File: src/rtl/regfile_scoreboard_pkg.sv
// Shared constants, types and helpers for the register file and its
// write-pending scoreboard.
package regfile_scoreboard_pkg;

  localparam int REG_NUM     = 32;
  localparam int RADDR_WIDTH = 5;
  localparam int RDATA_WIDTH = 32;

  typedef logic [RADDR_WIDTH-1:0] raddr_t;
  typedef logic [RDATA_WIDTH-1:0] rdata_t;
  typedef logic [RADDR_WIDTH:0]   cnt_t;

  localparam raddr_t ZERO_REG = 5'd0;
  localparam rdata_t ZERO     = 32'd0;

  localparam logic READ_ENABLE   = 1'b1;
  localparam logic READ_DISABLE  = 1'b0;
  localparam logic WRITE_ENABLE  = 1'b1;
  localparam logic WRITE_DISABLE = 1'b0;

  localparam cnt_t CNT_ZERO = 6'd0;
  localparam cnt_t CNT_ONE  = 6'd1;
  localparam cnt_t CNT_MAX  = 6'd31;

  // Direction the pending counter moves on the coming edge.
  typedef enum logic [1:0] {
    CNT_HOLD = 2'd0,
    CNT_INC  = 2'd1,
    CNT_DEC  = 2'd2
  } cnt_op_e;

  // x0 is hardwired zero, so only nonzero addresses name real state.
  function automatic logic addr_valid(input raddr_t addr);
    return addr != ZERO_REG;
  endfunction

endpackage

File: src/rtl/regfile_scoreboard_if.sv
// Decode/write-back side bundle for the register file. The master is the
// pipeline (decode + WB), the slave is the register file itself.
interface regfile_scoreboard_if;
  import regfile_scoreboard_pkg::*;

  raddr_t reg1_raddr_i;
  logic   reg1_re_i;
  raddr_t reg2_raddr_i;
  logic   reg2_re_i;
  rdata_t reg1_rdata_o;
  rdata_t reg2_rdata_o;
  logic   reg_we_i;
  raddr_t reg_waddr_i;
  rdata_t reg_wdata_i;
  logic   issue_valid_i;
  logic   issue_we_i;
  raddr_t issue_waddr_i;
  logic   hazard_o;
  cnt_t   pending_cnt_o;

  modport master (
    output reg1_raddr_i, reg1_re_i, reg2_raddr_i, reg2_re_i,
    output reg_we_i, reg_waddr_i, reg_wdata_i,
    output issue_valid_i, issue_we_i, issue_waddr_i,
    input  reg1_rdata_o, reg2_rdata_o, hazard_o, pending_cnt_o
  );

  modport slave (
    input  reg1_raddr_i, reg1_re_i, reg2_raddr_i, reg2_re_i,
    input  reg_we_i, reg_waddr_i, reg_wdata_i,
    input  issue_valid_i, issue_we_i, issue_waddr_i,
    output reg1_rdata_o, reg2_rdata_o, hazard_o, pending_cnt_o
  );

endinterface

File: src/rtl/regfile_scoreboard.sv
// Write-pending scoreboard: one pending bit per architectural register,
// set by an issuing producer, cleared by its write-back. Set beats clear
// on the same address. Also keeps a running population count and raises
// the read hazard used by decode to stall.
module regfile_scoreboard
  import regfile_scoreboard_pkg::*;
(
  input  logic   clk,
  input  logic   rst,
  input  raddr_t rd1_addr,
  input  logic   rd1_en,
  input  logic   rd1_bypass,
  input  raddr_t rd2_addr,
  input  logic   rd2_en,
  input  logic   rd2_bypass,
  input  logic   wb_en,
  input  raddr_t wb_addr,
  input  logic   issue_valid,
  input  logic   issue_we,
  input  raddr_t issue_addr,
  output logic   hazard,
  output cnt_t   pending_cnt
);

  logic [REG_NUM-1:1] pending_r;
  logic [REG_NUM-1:1] pending_clr_s;
  logic [REG_NUM-1:1] pending_nxt_s;
  logic    haz1_s;
  logic    haz2_s;
  logic    set_fire_s;
  logic    clr_fire_s;
  logic    inc_s;
  logic    dec_s;
  cnt_op_e cnt_op_s;
  cnt_t    cnt_r;

  // Per-port hazard: enabled read of a pending, non-bypassed register.
  always_comb begin
    haz1_s = 1'b0;
    haz2_s = 1'b0;
    if (rd1_en == READ_ENABLE && addr_valid(rd1_addr)) begin
      haz1_s = pending_r[rd1_addr] & ~rd1_bypass;
    end else begin
      haz1_s = 1'b0;
    end
    if (rd2_en == READ_ENABLE && addr_valid(rd2_addr)) begin
      haz2_s = pending_r[rd2_addr] & ~rd2_bypass;
    end else begin
      haz2_s = 1'b0;
    end
  end

  assign hazard      = haz1_s | haz2_s;
  // A stalled decode must not mark its destination pending.
  assign set_fire_s  = issue_valid & issue_we & addr_valid(issue_addr) & ~hazard;
  assign clr_fire_s  = (wb_en == WRITE_ENABLE) & addr_valid(wb_addr);
  assign pending_cnt = cnt_r;

  // Apply the write-back clear first.
  always_comb begin
    pending_clr_s = pending_r;
    if (clr_fire_s) begin
      pending_clr_s[wb_addr] = 1'b0;
    end else begin
      pending_clr_s = pending_r;
    end
  end

  // Apply the issue set on top of the clear so the new producer wins.
  always_comb begin
    pending_nxt_s = pending_clr_s;
    if (set_fire_s) begin
      pending_nxt_s[issue_addr] = 1'b1;
    end else begin
      pending_nxt_s = pending_clr_s;
    end
  end

  // Counter moves only when a bit actually flips; opposite flips cancel.
  always_comb begin
    inc_s    = 1'b0;
    dec_s    = 1'b0;
    cnt_op_s = CNT_HOLD;
    if (set_fire_s) begin
      inc_s = ~pending_r[issue_addr];
    end else begin
      inc_s = 1'b0;
    end
    if (clr_fire_s) begin
      dec_s = pending_r[wb_addr] & ~(set_fire_s && (issue_addr == wb_addr));
    end else begin
      dec_s = 1'b0;
    end
    case ({inc_s, dec_s})
      2'b10:   cnt_op_s = CNT_INC;
      2'b01:   cnt_op_s = CNT_DEC;
      default: cnt_op_s = CNT_HOLD;
    endcase
  end

  // Pending bit vector.
  always_ff @(posedge clk or posedge rst) begin
    if (rst) begin
      pending_r <= {(REG_NUM-1){1'b0}};
    end else begin
      pending_r <= pending_nxt_s;
    end
  end

  // Saturating population counter tracking the pending vector.
  always_ff @(posedge clk or posedge rst) begin
    if (rst) begin
      cnt_r <= CNT_ZERO;
    end else begin
      case (cnt_op_s)
        CNT_INC: begin
          if (cnt_r < CNT_MAX) cnt_r <= cnt_r + CNT_ONE;
          else                 cnt_r <= cnt_r;
        end
        CNT_DEC: begin
          if (cnt_r != CNT_ZERO) cnt_r <= cnt_r - CNT_ONE;
          else                   cnt_r <= cnt_r;
        end
        default: cnt_r <= cnt_r;
      endcase
    end
  end

endmodule

File: src/rtl/regfile_scoreboard_top.sv
// Integer register file with two combinational read ports, one write-back
// port and a write-pending scoreboard for decode stalls.
// Optional macro REGFILE_BYPASS_EN forwards same-cycle write-back data to
// the read ports and suppresses the hazard for those reads.
module regfile_scoreboard_top
  import regfile_scoreboard_pkg::*;
(
  input logic                 clk,
  input logic                 rst,
  regfile_scoreboard_if.slave bus
);

  rdata_t regs_r [1:REG_NUM-1];
  rdata_t rd1_s;
  rdata_t rd2_s;
  logic   wr_fire_s;
  logic   hit1_s;
  logic   hit2_s;

  assign wr_fire_s = (bus.reg_we_i == WRITE_ENABLE) & addr_valid(bus.reg_waddr_i);

`ifdef REGFILE_BYPASS_EN
  assign hit1_s = wr_fire_s & (bus.reg_waddr_i == bus.reg1_raddr_i);
  assign hit2_s = wr_fire_s & (bus.reg_waddr_i == bus.reg2_raddr_i);
`else
  assign hit1_s = 1'b0;
  assign hit2_s = 1'b0;
`endif

  // Storage array; x0 is not stored.
  always_ff @(posedge clk or posedge rst) begin
    if (rst) begin
      for (int i = 1; i < REG_NUM; i++) regs_r[i] <= ZERO;
    end else if (wr_fire_s) begin
      regs_r[bus.reg_waddr_i] <= bus.reg_wdata_i;
    end else begin
      regs_r <= regs_r;
    end
  end

  // Read muxes: disabled, reset or x0 read zero; bypass beats storage.
  always_comb begin
    rd1_s = ZERO;
    rd2_s = ZERO;
    if (rst || bus.reg1_re_i != READ_ENABLE || !addr_valid(bus.reg1_raddr_i)) begin
      rd1_s = ZERO;
    end else if (hit1_s) begin
      rd1_s = bus.reg_wdata_i;
    end else begin
      rd1_s = regs_r[bus.reg1_raddr_i];
    end
    if (rst || bus.reg2_re_i != READ_ENABLE || !addr_valid(bus.reg2_raddr_i)) begin
      rd2_s = ZERO;
    end else if (hit2_s) begin
      rd2_s = bus.reg_wdata_i;
    end else begin
      rd2_s = regs_r[bus.reg2_raddr_i];
    end
  end

  assign bus.reg1_rdata_o = rd1_s;
  assign bus.reg2_rdata_o = rd2_s;

  regfile_scoreboard u_scoreboard (
    .clk         (clk),
    .rst         (rst),
    .rd1_addr    (bus.reg1_raddr_i),
    .rd1_en      (bus.reg1_re_i),
    .rd1_bypass  (hit1_s),
    .rd2_addr    (bus.reg2_raddr_i),
    .rd2_en      (bus.reg2_re_i),
    .rd2_bypass  (hit2_s),
    .wb_en       (bus.reg_we_i),
    .wb_addr     (bus.reg_waddr_i),
    .issue_valid (bus.issue_valid_i),
    .issue_we    (bus.issue_we_i),
    .issue_addr  (bus.issue_waddr_i),
    .hazard      (bus.hazard_o),
    .pending_cnt (bus.pending_cnt_o)
  );

endmodule

File: src/flat_wrapper.sv
// flat-port wrapper written by rule: the top's interface ports become plain ports
module regfile_scoreboard_top_flat import regfile_scoreboard_pkg::*;
  (clk, rst, bus_reg1_raddr_i, bus_reg1_re_i, bus_reg2_raddr_i, bus_reg2_re_i, bus_reg_we_i, bus_reg_waddr_i, bus_reg_wdata_i, bus_issue_valid_i, bus_issue_we_i, bus_issue_waddr_i, bus_reg1_rdata_o, bus_reg2_rdata_o, bus_hazard_o, bus_pending_cnt_o);
  regfile_scoreboard_if bus_i ();
  input logic clk;
  input logic rst;
  input wire logic [$bits(bus_i.reg1_raddr_i)-1:0] bus_reg1_raddr_i;
  input wire logic [$bits(bus_i.reg1_re_i)-1:0] bus_reg1_re_i;
  input wire logic [$bits(bus_i.reg2_raddr_i)-1:0] bus_reg2_raddr_i;
  input wire logic [$bits(bus_i.reg2_re_i)-1:0] bus_reg2_re_i;
  input wire logic [$bits(bus_i.reg_we_i)-1:0] bus_reg_we_i;
  input wire logic [$bits(bus_i.reg_waddr_i)-1:0] bus_reg_waddr_i;
  input wire logic [$bits(bus_i.reg_wdata_i)-1:0] bus_reg_wdata_i;
  input wire logic [$bits(bus_i.issue_valid_i)-1:0] bus_issue_valid_i;
  input wire logic [$bits(bus_i.issue_we_i)-1:0] bus_issue_we_i;
  input wire logic [$bits(bus_i.issue_waddr_i)-1:0] bus_issue_waddr_i;
  output wire logic [$bits(bus_i.reg1_rdata_o)-1:0] bus_reg1_rdata_o;
  output wire logic [$bits(bus_i.reg2_rdata_o)-1:0] bus_reg2_rdata_o;
  output wire logic [$bits(bus_i.hazard_o)-1:0] bus_hazard_o;
  output wire logic [$bits(bus_i.pending_cnt_o)-1:0] bus_pending_cnt_o;
  assign bus_i.reg1_raddr_i = bus_reg1_raddr_i;
  assign bus_i.reg1_re_i = bus_reg1_re_i;
  assign bus_i.reg2_raddr_i = bus_reg2_raddr_i;
  assign bus_i.reg2_re_i = bus_reg2_re_i;
  assign bus_i.reg_we_i = bus_reg_we_i;
  assign bus_i.reg_waddr_i = bus_reg_waddr_i;
  assign bus_i.reg_wdata_i = bus_reg_wdata_i;
  assign bus_i.issue_valid_i = bus_issue_valid_i;
  assign bus_i.issue_we_i = bus_issue_we_i;
  assign bus_i.issue_waddr_i = bus_issue_waddr_i;
  assign bus_reg1_rdata_o = bus_i.reg1_rdata_o;
  assign bus_reg2_rdata_o = bus_i.reg2_rdata_o;
  assign bus_hazard_o = bus_i.hazard_o;
  assign bus_pending_cnt_o = bus_i.pending_cnt_o;
  regfile_scoreboard_top u_core (.clk(clk), .rst(rst), .bus(bus_i));
endmodule
File: config.mk
export PLATFORM = sky130hd
export DESIGN_NAME = regfile_scoreboard_top_flat
export DESIGN_NICKNAME = d
export VERILOG_FILES = /design/src/rtl/regfile_scoreboard_pkg.sv /design/src/rtl/regfile_scoreboard_if.sv /design/src/rtl/regfile_scoreboard.sv /design/src/rtl/regfile_scoreboard_top.sv /design/src/flat_wrapper.sv
export SDC_FILE = /design/constraint.sdc
export NUM_CORES = 2
export LEC_CHECK = 0
export ABC_AREA = 1
export BUFFER_PORTS_ARGS = -buffer_cell sky130_fd_sc_hd__buf_2
export CAP_MARGIN = 20
export CORE_ASPECT_RATIO = 2
export CORE_MARGIN = 2
export CORE_UTILIZATION = 55
export CTS_BUF_LIST = sky130_fd_sc_hd__clkbuf_8
export DETAILED_ROUTE_END_ITERATION = 12
export GPL_TIMING_DRIVEN = 0
export PLACE_DENSITY = 0.74
export REMOVE_ABC_BUFFERS = 1
export SLEW_MARGIN = 10
export SYNTH_ARGS = -nofsm -noshare
export SYNTH_HDL_FRONTEND = slang
export SYNTH_HIERARCHICAL = 1
export SYNTH_SLANG_ARGS = --single-unit
File: constraint.sdc
create_clock -name clk -period 33.5 [get_ports clk]
set_input_delay 3.35 -clock clk [delete_from_list [all_inputs] [get_ports clk]]
set_output_delay 3.35 -clock clk [all_outputs]
set_load 0.05 [all_outputs]
Word level (Yosys, flattened, before mapping)
Cells that the tools add are included.
{"block": "classes", "n_eq_ne": 7, "order_cmp": 11, "n_bitwise": 17, "mux": 33, "reduce_logical": 19, "addsub": 2}
{"operator": "$bwmux 992", "n": 1}
{"operator": "$bmux 32 s5", "n": 2}
{"operator": "$mux 32", "n": 7}
{"operator": "$demux 32 s5", "n": 1}
{"operator": "$mux 31", "n": 2}
{"operator": "$and 31x31->31", "n": 1}
{"operator": "$not 31->31", "n": 1}
{"operator": "$or 31x31->31", "n": 1}
{"operator": "$lt 5x6->1 const B", "n": 4}
{"operator": "$bmux 1 s5", "n": 4}
{"operator": "$reduce_bool 5->1", "n": 4}
{"operator": "$ge 6x6->1 const B", "n": 3}
{"operator": "$not 5->6", "n": 3}
{"operator": "$mux 6", "n": 2}
{"operator": "$pmux 6 s2", "n": 1}
{"operator": "$demux 1 s5", "n": 2}
{"operator": "$ge 5x1->1 const B", "n": 2}
{"operator": "$mux 1", "n": 10}
{"operator": "$add 6x1->6 const B", "n": 1}
{"operator": "$logic_and 1x1->1", "n": 6}
{"operator": "$lt 6x1->1 const B", "n": 1}
{"operator": "$lt 6x5->1 const B", "n": 1}
{"operator": "$reduce_bool 6->1", "n": 1}
{"operator": "$sub 6x1->6 const B", "n": 1}
{"operator": "other kinds (12)", "n": 27}
{"block": "totals", "out_inout_bits": 71, "word_cells": 122, "input_bits": 59, "ff_bits": 1029}

Longest topological paths before layout
{"block": "logic_depth", "ltp_word": 15, "depth_mapped": 23, "depth_no_buf": 21}

Cells and area by module
Netlist, hierarchy kept.
{"mod": "regfile_scoreboard_top", "seq_area_each_um2": 24823.8, "cells_each": 8822, "instances": 1, "area_each_um2": 57694.1}
{"mod": "regfile_scoreboard", "seq_area_each_um2": 925.9, "cells_each": 500, "instances": 1, "area_each_um2": 3329.4}

Worst setup path after synthesis
OpenSTA, ideal clock, no wires.
{"block": "synth_path", "kind": "in2out", "from": "input port rst", "to": "output port bus_reg1_rdata_o[10]", "t_arrival_ps": 26354, "path_slack_ps": 3796, "n_path_buf": 1, "required_time_ps": 30150, "path_stages": 6, "cell_sequence": "inv_1 -> o211ai_1 -> inv_1 -> clkbuf_1 -> nand2_1 -> nor2_1"}
{"block": "synth_between", "elab_chain_len": 3}
{"element": "start, declared", "line": "flat_wrapper.sv:6", "rtl": "input logic rst;"}
{"element": "$logic_or 1x1->1 (2 in series)", "line": "regfile_scoreboard_top.sv:45", "rtl": "if (rst || bus.reg1_re_i != READ_ENABLE || !addr_valid(bus.reg1_raddr_i)) begin"}
{"element": "$mux 32", "line": "regfile_scoreboard_top.sv:45"}
{"element": "end, declared", "line": "flat_wrapper.sv:17", "rtl": "output wire logic [$bits(bus_i.reg1_rdata_o)-1:0] bus_reg1_rdata_o;"}
Every way passes these cells.

Worst setup path in the final report
{"block": "layout_path", "from": "input port bus_reg2_raddr_i[1]", "to": "output port bus_reg2_rdata_o[17]"}
{"block": "layout_between", "elab_chain_len": 5, "elab_cells_between_ends": 8, "cone_classes": "mux: 4; bitwise: 1; reduce/logical: 3"}
{"element": "start, declared", "line": "flat_wrapper.sv:9", "rtl": "input wire logic [$bits(bus_i.reg2_raddr_i)-1:0] bus_reg2_raddr_i;"}
{"element": "$not 5->6 (not written as such)", "line": "regfile_scoreboard_top.sv:57", "rtl": "rd2_s = regs_r[bus.reg2_raddr_i];"}
{"element": "$bmux 32 s5", "line": "regfile_scoreboard_top.sv:57"}
{"element": "$mux 32 (not written as such) (2 in series)", "line": "regfile_scoreboard_top.sv:57"}
{"element": "$mux 32 (*)", "line": "regfile_scoreboard_top.sv:52", "rtl": "if (rst || bus.reg2_re_i != READ_ENABLE || !addr_valid(bus.reg2_raddr_i)) begin"}
{"element": "end, declared", "line": "flat_wrapper.sv:18", "rtl": "output wire logic [$bits(bus_i.reg2_rdata_o)-1:0] bus_reg2_rdata_o;"}
Every way passes the cells marked *; elsewhere a longest branch is shown, timed or not. The select of a mux whose other input is x is not followed.

==> impl_metrics.toml <==
[outcome]
status = "completed"

[sta]
worstMarginPinSlew_ns = 1.22
finalSetupViolCount = 0
grt_setup_unrepaired = "false"
slew_viol_final = 0
relSlewSlack = 0.185
layout_setup_ws_ns = 22.23
setup_tns_ns = 0
min_period_ns = 11.27
fin_crit_sh = 0.336
fin_worst_skew_ns = 0.00814
hold_viol = 0
max_freq_mhz = 88.7

[floorplan]
start_util = 0.555
num_io_pins = 130
die_h_um = 475
die-area_mm2 = 0.114
core_area_mm2 = 0.110
row_count = 172
die_x_um = 240

[worst_setup_path]
worstSetupEndpointType = "output port"
r2r_slack_ns = 29.57
r2r_cells = 18
r2r-start = "u_core/u_scoreboard/pending_r[18]"
critPathRequiredTime_ns = 30.15
cp_max_fo = 101
startpoint_type = "input port"
crit_arrival_ns = 7.92
path_class = "in2out"
r2r-end = "u_core/u_scoreboard/pending_cnt[5]"

[finish]
fillCellCount = 10100
multi_input_area_mm2 = 0.0291
drive_above_1_share = 0.0600
seqCellArea_mm2 = 0.0257
area_growth_pct = 8.74
layout.nets = 9061

[clock_tree]
hold_buffers = 0
clock_tree.buffer_depth = 3
htreeDepth = 4
path_clk_slew_ns = 0.06
post_cts_buffers = 0
cts_tree = "built"
numCtsBuffers = 150
clk_latency_ns = 0.88
cts.sinks = 1029
root_buffer = "clkbuf_8"
cts_resized = 0

[detailed_routing]
drc_errors = 0
wire_per_inst_um = 21.0
wl_um = 222000
dr.pass1.iters = 7
vias = 63800
antenna_left = 0
drt_iter0_markers = 8416
vias_per_cell = 6.02

[pwr]
p_leak_nw = 34.0
power_density_mw_per_mm2 = 53.6
ir_drop_uv = 47.9
finalPower_mw = 3.56

[synthesis]
synth-edff-count = 0
async_flop_share = 1.00
ys_seq_area_frac = 0.422
yosysWarnings = 6
ys_types = 40
ys_seq_elements = 1029
syn_inst = 9322
yosys_most_used_dff = "dfrtp_1"
syn_area_mm2 = 0.0610
yosysMostFrequentCell = "nand2_1"
synth_area_per_cell_um2 = 6.55
netlist.area_leader.share = 0.422
synthTopCellsByCount = "nand2_1 (3,456), nand3_1 (1,725), dfrtp_1 (1,029)"
synth_top_cell_by_area = "dfrtp_1"
ys_top_cells_by_area = "dfrtp_1 (42%), nand2_1 (21%), nand3_1 (14%)"

[global_routing]
grt_usage = 0.389
grt_max_degree = 131
grt_first_pass_wirelength_um = 342000
grt_pass1_vias = 61800
grt_overflow = 0
antenna_found_initial = 6

[hold_path]
hold_class = "reg2reg"
whs_path_depth = 2
hp-start = "u_core/regs_r[33]"
whs_endpoint = "u_core/regs_r[33]"

[job]
maxCapViolations = 0

[place]
portBuffers = 129
post-dp-hpwl_um = 121000
gp_congestion = 0.998
place_ws_ns = 22.54
-- report_power, final --
group | switching, mW | internal (mW)
clock network | 0.515 | 0.533
logic | 0.601 | 0.295
registers | 0.131 | 1.48
-- area by class of cell --
class / instances / share of cell area
multi-input combinational: 6634 / 0.439
tap: 1479 / 0.0279
sequential: 1029 / 0.388
clock buffer: 190 / 0.0394
inverter: 961 / 0.0554
antenna: 1 / 0.0000377
timing repair buffer: 219 / 0.0441
clock inverter: 73 / 0.00634
-- critical path: stages --
cell,delay (ns)
buf_8,0.38
buf_16,0.38
buf_16,0.35
buf_16,0.45
inv_8,0.32
buf_16,0.32
nand4_1,0.20
o211ai_1,0.11
inv_2,0.64
buf_12,0.31
nand2_1,0.08
nor2_1,0.32
buf_2,0.34
-- through the flow --
stage | hold WS [ns] | cells | instance area, µm² | util
after floorplan | 0.453 | 8624 | 58300 | -
after global placement | 0.466 | 10200 | 60800 | 0.553
after detailed placement | 0.472 | 10300 | 63300 | 0.576
after CTS | 0.487 | 10600 | 66300 | 0.603
after global routing | 0.500 | 10600 | 66400 | 0.603
final | 0.484 | 10600 | 66400 | 0.603
-- placed cells by master (no fill, tap or decap), drive strengths merged, types with 3 or more instances in the layout --
cell type  count
a22oi          3
ha             6
clkinvlp       8
a21oi          6
o21ai       1080
dfrtp       1029
bufinv         3
clkinv        19
nand3       1728
nor3          30
buf          219
inv         1004
nor2         277
nand2       3457
nor4           3
o211ai         4
nand4          5
o22ai         17
xor2           7
clkbuf       190
-- state kept, by name (all words and copies together) (netlist names) --
| signal | flops |
|---|---|
| u_core/u_scoreboard/pending_cnt | 6 |
| u_core/regs_r | 992 |
| u_core/u_scoreboard/pending_r | 31 |
-- cells by family after synthesis --
logic type	share of synthesized area
xor+xnor	0.00129
flops	0.422
other cells	0.0000615
buf+inv	0.104
compound gates	0.0940
simple gates	0.377
fa+ha+maj	0.00156
-- layer usage --
metal  GRT usage  share of wire  up-vias
met5           0        0.00018        -
met3      0.0794           0.11     1112
met4       0.288          0.080        6
li1            -              -    28800
met2       0.620           0.45     4178
met1       0.463           0.35    29700
-- how the worst max path moves through the flow --
stage                              startpoint              endpoint  slack (ns)  cells past startpoint
after floorplan                           rst      u_core/regs_r[0]        2.20                      1
after global placement    bus_reg2_raddr_i[0]   bus_reg2_rdata_o[9]      -20.29                      8
after detailed placement  bus_reg2_raddr_i[1]  bus_reg2_rdata_o[17]       22.54                     13
after CTS                 bus_reg2_raddr_i[1]  bus_reg2_rdata_o[17]       22.52                     13
after global routing      bus_reg2_raddr_i[1]  bus_reg2_rdata_o[17]       22.26                     13
final                     bus_reg2_raddr_i[1]  bus_reg2_rdata_o[17]       22.23                     13
Note: power is estimated with default switching activity, not from simulation.
